## src/rtl/pipelined_controller.sv

```systemverilog
// Pipelined RV32I control unit: ID-stage decode, ID/EX control register with
// stall/flush, EX-stage branch/jump resolution and illegal-opcode accounting.
module pipelined_controller #(
   parameter int ALUCTRL_W = 4,
   parameter int CNT_W     = 16
) (
   input  logic                 i_clk,
   input  logic                 i_rst,
   input  logic [6:0]           i_op,
   input  logic [2:0]           i_funct3,
   input  logic                 i_funct7b5,
   input  logic                 i_stall,
   input  logic                 i_flush,
   input  logic                 i_zero,
   input  logic                 i_lt,
   input  logic                 i_ltu,
   output logic [2:0]           o_immsrc,
   output logic [ALUCTRL_W-1:0] o_alucrtl,
   output logic                 o_alusrca,
   output logic                 o_alusrc,
   output logic [1:0]           o_resultsrc,
   output logic                 o_memwrite,
   output logic                 o_regwrite,
   output logic                 o_jump,
   output logic                 o_jalr,
   output logic                 o_branch,
   output logic                 o_pcsrc,
   output logic                 o_illegal,
   output logic [CNT_W-1:0]     o_illegal_cnt
);

   localparam logic [3:0] ALU_ADD  = 4'd0;
   localparam logic [3:0] ALU_SUB  = 4'd1;
   localparam logic [3:0] ALU_AND  = 4'd2;
   localparam logic [3:0] ALU_OR   = 4'd3;
   localparam logic [3:0] ALU_XOR  = 4'd4;
   localparam logic [3:0] ALU_SLT  = 4'd5;
   localparam logic [3:0] ALU_SLTU = 4'd6;
   localparam logic [3:0] ALU_SLL  = 4'd7;
   localparam logic [3:0] ALU_SRL  = 4'd8;
   localparam logic [3:0] ALU_SRA  = 4'd9;
   localparam logic [3:0] ALU_PASS = 4'd10;

   logic [3:0] f3_alu;
   logic [3:0] dec_alu;
   logic [2:0] dec_immsrc;
   logic [1:0] dec_resultsrc;
   logic       dec_alusrca, dec_alusrc, dec_memwrite, dec_regwrite;
   logic       dec_jump, dec_jalr, dec_branch, dec_illegal;
   logic [2:0] funct3_q;
   logic       take;
   logic       accept_illegal;

   always_comb begin
      f3_alu = ALU_ADD;
      case (i_funct3)
         3'b000:  f3_alu = ALU_ADD;
         3'b001:  f3_alu = ALU_SLL;
         3'b010:  f3_alu = ALU_SLT;
         3'b011:  f3_alu = ALU_SLTU;
         3'b100:  f3_alu = ALU_XOR;
         3'b101:  f3_alu = i_funct7b5 ? ALU_SRA : ALU_SRL;
         3'b110:  f3_alu = ALU_OR;
         3'b111:  f3_alu = ALU_AND;
         default: f3_alu = ALU_ADD;
      endcase
   end

   // Unknown or X opcodes fall to the default arm, so the word stays a clean bubble.
   always_comb begin
      dec_alu       = ALU_ADD;
      dec_immsrc    = 3'b000;
      dec_resultsrc = 2'b00;
      dec_alusrca   = 1'b0;
      dec_alusrc    = 1'b0;
      dec_memwrite  = 1'b0;
      dec_regwrite  = 1'b0;
      dec_jump      = 1'b0;
      dec_jalr      = 1'b0;
      dec_branch    = 1'b0;
      dec_illegal   = 1'b0;
      case (i_op)
         7'b0110011: begin
            dec_alu      = (i_funct3 == 3'b000 && i_funct7b5) ? ALU_SUB : f3_alu;
            dec_regwrite = 1'b1;
         end
         7'b0010011: begin
            dec_alu      = f3_alu;
            dec_alusrc   = 1'b1;
            dec_regwrite = 1'b1;
         end
         7'b0000011: begin
            dec_alusrc    = 1'b1;
            dec_resultsrc = 2'b01;
            dec_regwrite  = 1'b1;
         end
         7'b0100011: begin
            dec_alusrc   = 1'b1;
            dec_memwrite = 1'b1;
            dec_immsrc   = 3'b001;
         end
         7'b1100011: begin
            dec_alu    = ALU_SUB;
            dec_branch = 1'b1;
            dec_immsrc = 3'b010;
         end
         7'b1101111: begin
            dec_jump      = 1'b1;
            dec_resultsrc = 2'b10;
            dec_regwrite  = 1'b1;
            dec_immsrc    = 3'b011;
         end
         7'b1100111: begin
            dec_alusrc    = 1'b1;
            dec_jump      = 1'b1;
            dec_jalr      = 1'b1;
            dec_resultsrc = 2'b10;
            dec_regwrite  = 1'b1;
         end
         7'b0110111: begin
            dec_alu      = ALU_PASS;
            dec_immsrc   = 3'b100;
            dec_regwrite = 1'b1;
         end
         7'b0010111: begin
            dec_alusrca  = 1'b1;
            dec_alusrc   = 1'b1;
            dec_immsrc   = 3'b100;
            dec_regwrite = 1'b1;
         end
         default: dec_illegal = 1'b1;
      endcase
   end

   assign o_immsrc       = dec_immsrc;
   assign accept_illegal = dec_illegal & ~i_flush & ~i_stall;

   always_ff @(posedge i_clk) begin
      if (i_rst) begin
         o_alucrtl     <= '0;
         o_alusrca     <= 1'b0;
         o_alusrc      <= 1'b0;
         o_resultsrc   <= 2'b00;
         o_memwrite    <= 1'b0;
         o_regwrite    <= 1'b0;
         o_jump        <= 1'b0;
         o_jalr        <= 1'b0;
         o_branch      <= 1'b0;
         funct3_q      <= 3'b000;
         o_illegal     <= 1'b0;
         o_illegal_cnt <= '0;
      end else begin
         if (i_flush) begin
            o_alucrtl   <= '0;
            o_alusrca   <= 1'b0;
            o_alusrc    <= 1'b0;
            o_resultsrc <= 2'b00;
            o_memwrite  <= 1'b0;
            o_regwrite  <= 1'b0;
            o_jump      <= 1'b0;
            o_jalr      <= 1'b0;
            o_branch    <= 1'b0;
            funct3_q    <= 3'b000;
         end else if (!i_stall) begin
            o_alucrtl   <= ALUCTRL_W'(dec_alu);
            o_alusrca   <= dec_alusrca;
            o_alusrc    <= dec_alusrc;
            o_resultsrc <= dec_resultsrc;
            o_memwrite  <= dec_memwrite;
            o_regwrite  <= dec_regwrite;
            o_jump      <= dec_jump;
            o_jalr      <= dec_jalr;
            o_branch    <= dec_branch;
            funct3_q    <= i_funct3;
         end
         o_illegal <= accept_illegal;
         if (accept_illegal && o_illegal_cnt != '1)
            o_illegal_cnt <= o_illegal_cnt + CNT_W'(1);
      end
   end

   always_comb begin
      take = 1'b0;
      case (funct3_q)
         3'b000:  take = i_zero;
         3'b001:  take = ~i_zero;
         3'b100:  take = i_lt;
         3'b101:  take = ~i_lt;
         3'b110:  take = i_ltu;
         3'b111:  take = ~i_ltu;
         default: take = 1'b0;
      endcase
   end

   assign o_pcsrc = o_jump | (o_branch & take);

endmodule
```

## config.mk

```make
export PLATFORM = sky130hd
export DESIGN_NAME = pipelined_controller
export DESIGN_NICKNAME = d
export VERILOG_FILES = /design/src/rtl/pipelined_controller.sv
export SDC_FILE = /design/constraint.sdc
export NUM_CORES = 1
export LEC_CHECK = 0
export CAP_MARGIN = 10
export CORE_UTILIZATION = 25
export DETAILED_ROUTE_END_ITERATION = 6
export PLACE_DENSITY_LB_ADDON = 0.25
export SLEW_MARGIN = 30
export SYNTH_ARGS = -nofsm -noshare
export SYNTH_HDL_FRONTEND = slang
export SYNTH_SLANG_ARGS = --single-unit
```

## constraint.sdc

```tcl
create_clock -name i_clk -period 4.1 [get_ports i_clk]
set_input_delay 0.41 -clock i_clk [delete_from_list [all_inputs] [get_ports i_clk]]
set_output_delay 0.41 -clock i_clk [all_outputs]
set_load 0.02 [all_outputs]
```

==> results of run 1 <==
-- layout make-up --
type	instances	area, um2
clock buffer	5	68.8
timing repair buffer	52	518
clock inverter	3	17.5
inverter	5	18.8
fill	678	4130
multi-input combinational	155	986
tap	77	96.3
sequential	33	661
-- Yosys cell counts (4+ instances only) --
master and instances:
clkbuf_1 7, mux2i_1 9, nor2b_1 6, o31ai_1 4, nand3_1 6, nor4_1 4, inv_1 5, nor2_1 23
nand3b_1 4, dfxtp_1 33, or3_1 11, nand2_1 14, nand4_1 6, o21ai_0 10, nor3_1 4, a21oi_1 16
-- power by group --
part           switching (W)  internal (W)
logic              0.0000414     0.0000360
registers         0.00000283      0.000324
clock network       0.000125      0.000117
-- registers in the layout, indices dropped and copies added (netlist names), 2 cells and up --
register,flops
o_resultsrc,2
o_alucrtl,4
funct3_q,3
o_illegal_cnt,16
-- worst max-delay path by stage --
| stage | from | to | slack [ns] |
|---|---|---|---|
| 2_1_floorplan | o_illegal_cnt[0]$_SDFFE_PP0P_ | o_illegal_cnt[1]$_SDFFE_PP0P_ | 2.08 |
| 3_3_place_gp | i_op[2] | o_illegal_cnt[11]$_SDFFE_PP0P_ | 1.14 |
| 3_5_place_dp | i_op[2] | o_illegal_cnt[11]$_SDFFE_PP0P_ | 1.09 |
| 4_1_cts | i_op[2] | o_illegal_cnt[11]$_SDFFE_PP0P_ | 1.39 |
| 5_1_grt | i_op[2] | o_illegal_cnt[11]$_SDFFE_PP0P_ | 1.12 |
| 6_report | i_op[2] | o_illegal_cnt[11]$_SDFFE_PP0P_ | 1.34 |
-- cell families (layout without fill, tap and decap cells) --
logic type	count (synthesis)	in the layout	synth area share
muxes	13	13	0.0805
DFF	33	33	0.383
buffers and inverters	17	65	0.0457
and+or+nand+nor	96	96	0.310
adders and majority gates	1	1	0.00725
AOI/OAI and AO/OA	40	40	0.149
xor gates and xnor gates	5	5	0.0254
-- layer usage --
| layer | share of wire | up-vias |
|---|---|---|
| met5 | 0 | - |
| met4 | 0.010 | 0 |
| met3 | 0.062 | 4 |
| met2 | 0.42 | 42 |
| met1 | 0.51 | 735 |
| li1 | - | 835 |
-- metrics by stage --
step | util | cells | hold slack, ns
floorplan | - | 205 | 0.489
global placement | 0.351 | 322 | 0.464
detailed placement | 0.351 | 322 | 0.465
CTS | 0.364 | 330 | 0.478
global route | 0.364 | 330 | 0.492
finish | 0.364 | 330 | 0.477
-- cell usage in the layout (no fill, tap or decap), types with 6 or more instances in the layout --
cell              n
nor2b_1           6
o21ai_0          10
or3_1            11
clkdlybuf4s50_1  51
nand2_1          14
nand3_1           6
mux2i_1           9
a21oi_1          16
nand4_1           6
dfxtp_1          33
nor2_1           23
-- worst register-to-register path: stages (launching register included) --
cell and delay (ns):
dfxtp_1 0.38, ha_1 0.23, nand3_1 0.11, nor4b_1 0.50, nand3b_1 0.59, mux2i_1 0.26
nor2_1 0.06
==> metrics.txt, run 1 <==
PwrDens 273 nW/um2; max incr delay on CP 0.62 ns; die area 7240 um2; Ant. Diodes 0; final instance area between 2000 and 2500 um2; Worst path depth 6; Crit. End Element register; WL/cell 12.9 um; share of the synthesized area in the top cell type 0.383; RR Startpoint o_illegal_cnt[0]$_SDFFE_PP0P_; Synth cell types 43; Final setup viols 0; dpl cell area around 2300 um2; actual slew at the worst max-slew pin 0.780 ns; initial antenna violation count 0; Port Buffer Count ~50; hold path start o_resultsrc[1]$_SDFFE_PP0N_; GR met3 Demand/Resource 0.0370; crit path time final around 2.8 ns; RSZ-0062 raised after global routing no; final hold violation count 0; family with the most delay on the worst path simple AND/OR/NAND/NOR gates; Worst-path clk slew 0.08 ns; final worst-path cycle share 0.674; Post-CTS Setup Inserts 0; worst path buffer plus inverter count 1; gr ovfl total 0; mapped cell area 1730 um2; first-pass GRT wire length 6910 um; met1 usage 0.157; core area 6490 um2; Max Clock Skew 0.00401 ns; layout cells sized above 1 0.0751; final WL 4250 um; routed vias around 1600; root buffer cell clkbuf_8; Skew-Pair Late Insertion Delay 0.28 ns; DRC Markers 0; setup slack at placement 1.09 ns; Synth Instances approximately 210; Leak just under 0.8 nW; Ys Warns 0; DRT iter0 DRCs 51; Initial Util 0.266; syn nets 224; Die Ht 85.1 um; final net count 271; Area growth syn-to-layout 37.1%; DR vias/cell 4.90; Setup TNS 0 ns; CTS tree yes; Hold Crit Depth 2; post_cts resized 0; Peak VDD IR ~100 uV; CP cell instances clkdlybuf4s50_1 > and3_1 > a221oi_4 > nand3b_1 > or4_1 > a21oi_1; largest net degree at the start of global routing 26; RR Endpoint o_illegal_cnt[1]$_SDFFE_PP0P_; main flop type after synthesis dfxtp_1; Async SR Flop Fraction 0; largest cells by area after synthesis dfxtp_1 38%, mux2i_1 5.2%, nor2_1 5.0%, a21oi_1 4.6%, or3_1 4.0%; R2R cell count 6; # IOs between 50 and 60; hpwl dp 3020 um; type of origin of the critical path primary input; reg-to-reg slack, setup 1.84 ns; GRT busiest layer met2; Worst EP arrival 2.96 ns; GRT met2 Usage 0.185; post-synthesis register bit count 33; Seq/Total Area, Yosys 0.383; number of global-route vias before repair between 1000 and 1500; CTS sink count 33; leading area contributor after synthesis dfxtp_1; Site Rows 29; total CTS buffers 5; # H-tree levels 2; setup ws final 1.34 ns; first drt pass iteration count 4; Mean Syn Cell Area 8.42 um2; Clock Path Buffers 2; Max Fclk 362 MHz; Slew HR 0.478; Hold Path Class reg2reg; Post-CTS Hold Buffers 0; Setup CP Type in2reg; CP max-delay cell clkdlybuf4s50_1; status complete, no violations; Die Wd between 80 and 90 um; gr usage total 0.120; Post-synth EDFFs 0; CP max FO 22; total chip power 0.000647 W; RePlAce Congestion 0.731; ANT nets after route 0; CP Data Required Time 4.30 ns; Max-Cap Viols 0; Worst Hold End o_resultsrc[1]$_SDFFE_PP0N_; fin. max-slew vios 0
Power figures use the tool's default switching activity.
==> inputs of run 2 (changes only) <==
==> constraint.sdc (replaced) <==
create_clock -name i_clk -period 2.55 [get_ports i_clk]
set_input_delay 0.255 -clock i_clk [delete_from_list [all_inputs] [get_ports i_clk]]
set_output_delay 0.255 -clock i_clk [all_outputs]
set_load 0.02 [all_outputs]
==> run 2 against run 1 <==
Effect of this change: first-iteration DRC count fell by 9.8%; final area rose by 2.5%; sequential power up 61%; combinational power increased by 76%.
==> metrics.txt, run 2 (same netlist as run 1, synthesis figures left out) <==
max reg flops 16 (unchanged); Ant. Diodes 0 (unchanged); top register by number of flip-flops o_illegal_cnt; actual slew at the worst max-slew pin 0.523 ns (-0.258 ns); Final setup viols 0 (unchanged); CP cell instances clkdlybuf4s50_1 > and4bb_4 > and3_1 > clkdlybuf4s50_1; core area 6490 um2 (unchanged); Post-CTS Setup Inserts 0 (unchanged); Seq pwr share 0.492 (-0.014); Switching Share 0.250 (-0.0122); commonest cells after routing, fill and taps aside 51 x clkdlybuf4s50_1, 33 x dfxtp_1, 23 x nor2_1, 16 x a21oi_1, 14 x nand2_1; setup slack at placement 0.191 ns (-0.897 ns); die area 7240 um2 (unchanged); Fill cells 645 (-4.9%); Clock Path Buffers 2 (unchanged); root buffer cell clkbuf_8; crit path time final 2.36 ns; worst path buffer plus inverter count 2 (+1); Reg area 661 um2 (unchanged); total CTS buffers 5 (unchanged); most numerous cell on the critical path clkdlybuf4s50_1; DR vias/cell 4.92 (+0.53%); biggest regs o_illegal_cnt: 16 flops, o_alucrtl: 4 flops, funct3_q: 3 flops; largest net degree at the start of global routing 25 (-3.8%); Area growth syn-to-layout 40.6%; WL/cell 13.5 um (+5.0%); Max Clock Skew 0.00462 ns (+0.000611 ns); final net count 279 (+3.0%); DRT iter0 DRCs 46 (-9.8%); hpwl dp 3270 um (+8.3%); # H-tree levels 2 (unchanged); CTS tree yes; Setup TNS 0 ns (unchanged); first-pass GRT wire length 7610 um (+10%); fin. max-slew vios 0 (unchanged); type of origin of the critical path primary input; Die Ht 85.1 um (unchanged); Skew-Pair Late Insertion Delay 0.29 ns (about the same); Gate power share 0.127 (+0.007); Worst-path clk slew 0.07 ns (about the same); switching power 0.000267 W (+58%); max incr delay on CP 0.63 ns (about the same); status complete, no violations; Internal 0.000802 W (+68%); GRT met2 Usage 0.201 (+0.0154); CP max-delay cell clkdlybuf4s50_1; routed vias 1659 (+2.7%); met1 usage 0.178 (+0.0206); RePlAce Congestion 0.758 (+3.8%); clock power share 0.381 (+0.006); family with the most delay on the worst path buffers and inverters; Peak VDD IR 135 uV (+36%); Max Fclk 424 MHz; Site Rows 29 (unchanged); CTS sink count 33 (unchanged); Max-Cap Viols 0 (unchanged); Setup CP Type in2out; CP max FO 8 (-64%); R2R cell count 7 (+1); layout cells sized above 1 0.0962 (+0.0211); PwrDens 440 nW/um2 (+61%); Leak 0.822 nW (+4.9%); CP Data Required Time 2.30 ns (-2.00 ns); Initial Util 0.266 (unchanged); GR met3 Demand/Resource 0.0525 (+0.0156); Setup crit start i_op[6]; number of global-route vias before repair 1627 (+9.1%); Port Buffer Count 51 (unchanged); Worst EP arrival 2.10 ns (-0.86 ns); gr ovfl total 0 (unchanged); Hold Path Class reg2reg; RR Startpoint o_illegal_cnt[0]$_SDFFE_PP0P_; # IOs 52 (unchanged); GRT busiest layer met2; Slew HR 0.646 (+0.168); initial antenna violation count 0 (unchanged); setup ws final 0.191 ns (-1.15 ns); RSZ-0062 raised after global routing no; most common cell after layout, fill and taps aside clkdlybuf4s50_1; gr usage total 0.136 (+0.0157); Hold Crit Depth 2 (unchanged); Post-CTS Hold Buffers 0 (unchanged); hold path start o_resultsrc[1]$_SDFFE_PP0N_; final worst-path cycle share 0.925; Worst path depth 4 (-2); area of the multi-input gates 986 um2 (unchanged); Crit. End Element primary output; ANT nets after route 0 (unchanged); final hold violation count 0 (unchanged); final WL 4560 um (+7.2%); post_cts resized 0 (unchanged); DRC Markers 0 (unchanged); first drt pass iteration count 4 (unchanged); Die Wd 85.1 um (unchanged)
==> run 2: layer usage <==
layer / wire length [um] / share of wire / vias to the layer above
li1: - / - / 851
met1: 2250 / 0.49 / 761
met2: 1940 / 0.43 / 41
met3: 301 / 0.066 / 6
met4: 65 / 0.014 / 0
met5: 0 / 0 / -
==> run 2: power by group through the flow <==
stage                     combinational (W)  clock (W)  sequential [W]
after floorplan                   0.0000670          0        0.000543
after global placement             0.000134          0        0.000538
after detailed placement           0.000136          0        0.000538
after CTS                          0.000137   0.000427        0.000526
after global routing               0.000150   0.000446        0.000527
final                              0.000136   0.000407        0.000526
==> run 2: stage by stage <==
step / power, W / cells / util / hold slack (ns) / cell area [um2]
floorplan: 0.000610 / 205 / - / 0.399 / 1730
global placement: 0.000672 / 330 / 0.360 / 0.461 / 2340
detailed placement: 0.000674 / 330 / 0.360 / 0.461 / 2340
CTS: 0.00109 / 337 / 0.374 / 0.471 / 2430
global route: 0.00112 / 337 / 0.374 / 0.498 / 2430
finish: 0.00107 / 337 / 0.374 / 0.466 / 2430
==> run 2: path summary, 6_finish.rpt <==
check | to | slack [ns]
hold reg to reg | o_resultsrc[1]$_SDFFE_PP0N_ | 0.47
setup reg to reg | o_illegal_cnt[1]$_SDFFE_PP0P_ | 0.53
hold / removal | o_resultsrc[1]$_SDFFE_PP0N_ | 0.47
setup / recovery | o_immsrc[2] | 0.19
==> run 2: worst reg2reg max path, delay by kind of cell (launching register included) <==
family                   cells  cell delay, ns
buffers and inverters        1            0.20
AND/OR/NAND/NOR              4            0.88
flip-flops                   1            0.39
adder cells (fa/ha/maj)      1            0.25
multiplexers                 1            0.20
==> run 2: layout make-up <==
| class | count | area share |
|---|---|---|
| Sequential cell | 33 | 0.272 |
| Tap cell | 77 | 0.0397 |
| Timing Repair Buffer | 60 | 0.238 |
| Multi-Input combinational cell | 155 | 0.406 |
| Clock buffer | 7 | 0.0356 |
| Inverter | 5 | 0.00774 |
==> inputs of run 3 (changes only) <==
--- a/config.mk
+++ b/config.mk
@@ -5,9 +5,11 @@
 export SDC_FILE = /design/constraint.sdc
 export NUM_CORES = 1
 export LEC_CHECK = 0
+export ABC_AREA = 1
 export CAP_MARGIN = 10
 export CORE_UTILIZATION = 25
 export DETAILED_ROUTE_END_ITERATION = 6
+export MAX_ROUTING_LAYER = met4
 export PLACE_DENSITY_LB_ADDON = 0.25
 export SLEW_MARGIN = 30
 export SYNTH_ARGS = -nofsm -noshare
==> run 3 against run 2 <==
Effect of this change: via count grew 20%; cell count grew 31%; critical endpoint is now o_immsrc[0]; setup slack gained 0.19 ns; largest power group unchanged; routed wire length grew 20%.
==> metrics.txt, run 3 <==
Reg area 661 um2 (unchanged); Skew-Pair Late Insertion Delay 0.28 ns (about the same); Die Wd 93.1 um (+9.4%); Post-CTS Hold Buffers 0 (unchanged); syn nets 305 (+36%); Final Instance Count excl. Fillers 440 (+31%); xor and xnor area share after synthesis 0.0338 (+0.00842); Ys Warns 0 (unchanged); Async SR Flop Fraction 0 (unchanged); die area 8660 um2 (+20%); Setup CP Type in2out; CTS sink count 33 (unchanged); final net count 356 (+28%); actual slew at the worst max-slew pin 0.760 ns (+0.237 ns); hpwl dp 4060 um (+24%); max reg flops 16 (unchanged); Max-Cap Viols 0 (unchanged); routed vias 1999 (+20%); post-synthesis register bit count 33 (unchanged); Port Buffer Count 51 (unchanged); reg-to-reg slack, setup 0.55 ns (+0.02 ns); complex-gate fraction of the synthesized area 0.150 (+0.00101); Max Clock Skew 0.00379 ns (-0.000831 ns); most frequent cell after synthesis nand2_1; Clock Path Buffers 2 (unchanged); R2R cell count 7 (unchanged); final hold slack 0.490 ns (+0.0237 ns); first drt pass iteration count 5 (+1); Worst-path clk slew 0.07 ns (about the same); Synth top cells by count 60 x nand2_1, 33 x dfxtp_1, 26 x nor2_1, 24 x inv_1, 22 x nand4_1; Worst Hold End o_jalr$_SDFFE_PP0N_; DRT iter0 DRCs 117 (+150%); Final setup viols 0 (unchanged); DP Cell Count 432 (+31%); DR vias/cell 4.54 (-7.7%); core area 7890 um2 (+21%); initial antenna violation count 0 (unchanged); fin. max-slew vios 0 (unchanged); WL/cell 12.4 um (-8.5%); gr usage total 0.132 (-0.00442); crit path time final 2.17 ns (-0.193 ns); Crit. End Element primary output; top register by number of flip-flops o_illegal_cnt; largest net degree at the start of global routing 25 (unchanged); Peak VDD IR 176 uV (+30%); leading area contributor after synthesis dfxtp_1; CP Data Required Time 2.30 ns (about the same); mux cell area share after synthesis 0.00483 (-0.0757); Site Rows 32 (+10%); layout cells sized above 1 0.172 (+0.0754); final WL 5440 um (+20%); Area growth syn-to-layout 33.7%; # H-tree levels 2 (unchanged); final instance area 2770 um2 (+14%); RSZ-0062 raised after global routing no; commonest cells after routing, fill and taps aside 60 x nand2_1, 51 x clkdlybuf4s50_1, 33 x dfxtp_1, 26 x nor2_1, 24 x inv_1; number of global-route vias before repair 1849 (+14%); fin util 0.351 (-0.0222); mapped cell area 2070 um2 (+20%); Setup TNS 0 ns (unchanged); total CTS buffers 5 (unchanged); main flop type after synthesis dfxtp_1; Mean Syn Cell Area 7.25 um2 (-14%); Worst EP arrival 1.91 ns (-0.19 ns); Hold Path Class reg2reg; largest cells by area after synthesis dfxtp_1 32%, nand2_1 11%, nand4_1 6.6%, nand2_2 5.4%, nor2_1 4.7%; CTS tree yes; Post-CTS Setup Inserts 0 (unchanged); Post-Synth Adder-Cell Area 0.00604 (-0.00122); gr ovfl total 0 (unchanged); DRC Markers 0 (unchanged); RePlAce Congestion 0.831 (+9.6%); final worst-path cycle share 0.849 (-0.0757); CP max FO 4 (-4); first-pass GRT wire length 8850 um (+16%); Max Fclk 462 MHz (+8.9%); Post-Synth Simple-Gate Area 0.409 (+0.0995); root buffer cell clkbuf_8; type of origin of the critical path primary input; Post-synth EDFFs 0 (unchanged); Seq/Total Area, Yosys 0.319 (-0.0642); area of the multi-input gates 1250 um2 (+27%); Initial Util 0.263 (-0.00280); most common cell after layout, fill and taps aside nand2_1; Synth cell types 34 (-21%); post_cts resized 0 (unchanged); dpl cell area 2670 um2 (+14%); final hold violation count 0 (unchanged); share of the synthesized area in the top cell type 0.319 (-0.0642); Leak 1.03 nW (+25%); RR Startpoint o_illegal_cnt[0]$_SDFFE_PP0P_; Ant. Diodes 0 (unchanged); Synth Instances 286 (+40%); status complete, no violations; Die Ht 93.1 um (+9.4%); Slew HR 0.492 (-0.155); Setup crit start i_op[6]; hold path start o_jalr$_SDFFE_PP0N_; PwrDens 403 nW/um2 (-8.4%); RR Endpoint o_illegal_cnt[3]$_SDFFE_PP0P_; biggest regs o_illegal_cnt: 16 flops, o_alucrtl: 4 flops, funct3_q: 3 flops; Hold Crit Depth 2 (unchanged); # IOs 52 (unchanged); ANT nets after route 0 (unchanged); largest family of logic cells by synthesized area simple AND/OR/NAND/NOR gates; Fill cells 815 (+26%)
run 3: changes by cell type after synthesis, sizes merged, moves of 6 or more:
cell	delta
nor2b	-6
nand2	+63
nand4	+17
nor2	+11
or3	-11
a21oi	+12
inv	+23
nand3	+11
mux2i	-8
run 3: cells by family (layout without fill, tap and decap cells):
family,after synthesis,in the layout
adders and majority gates,1,1
and+or+nand+nor,155,155
xor gates and xnor gates,8,8
DFF,33,33
muxes,1,1
AOI/OAI and AO/OA,51,51
buffers and inverters,37,89
run 3: critical path: stages:
cell             delay [ns]
clkdlybuf4s50_1        0.51
inv_2                  0.08
nor2_2                 0.23
nand2_2                0.13
nand2_1                0.09
clkdlybuf4s50_1        0.60
run 3: per-layer routing:
metal | routed length (um) | vias up | track usage
met5 | 0 | - | -
met4 | 44 | 0 | 0.0423
met3 | 256 | 2 | 0.0228
met2 | 2360 | 54 | 0.191
met1 | 2780 | 883 | 0.184
li1 | - | 1060 | -
run 3: report_power, final:
part	internal, W	leakage (nW)	switching, W
Clock	0.000244	0.0542	0.000194
Combinational	0.0000616	0.709	0.0000862
Sequential	0.000525	0.267	0.00000782
run 3: stage by stage:
step | total power, W | setup WS (ns)
after detailed placement | 0.000693 | 0.383
after floorplan | 0.000630 | 0.787
after CTS | 0.00114 | 0.381
after global routing | 0.00118 | 0.285
after global placement | 0.000691 | 0.382
final | 0.00112 | 0.384
run 3: worst max-delay path by stage:
stage | endpoint | slack, ns | cells after the start
finish | o_immsrc[0] | 0.38 | 6
global route | o_immsrc[2] | 0.29 | 6
CTS | o_immsrc[1] | 0.38 | 6
detailed placement | o_immsrc[1] | 0.38 | 6
global placement | o_immsrc[0] | 0.38 | 6
floorplan | o_illegal_cnt[10]$_SDFFE_PP0P_ | 0.79 | 7
run 3: final cells by class:
cell class                 instances  share of cell area
multi-input combinational        216               0.451
sequential                        33               0.238
timing repair buffer              53               0.190
tap                              102              0.0460
inverter                          28              0.0379
clock buffer                       7              0.0348
clock inverter                     1             0.00181
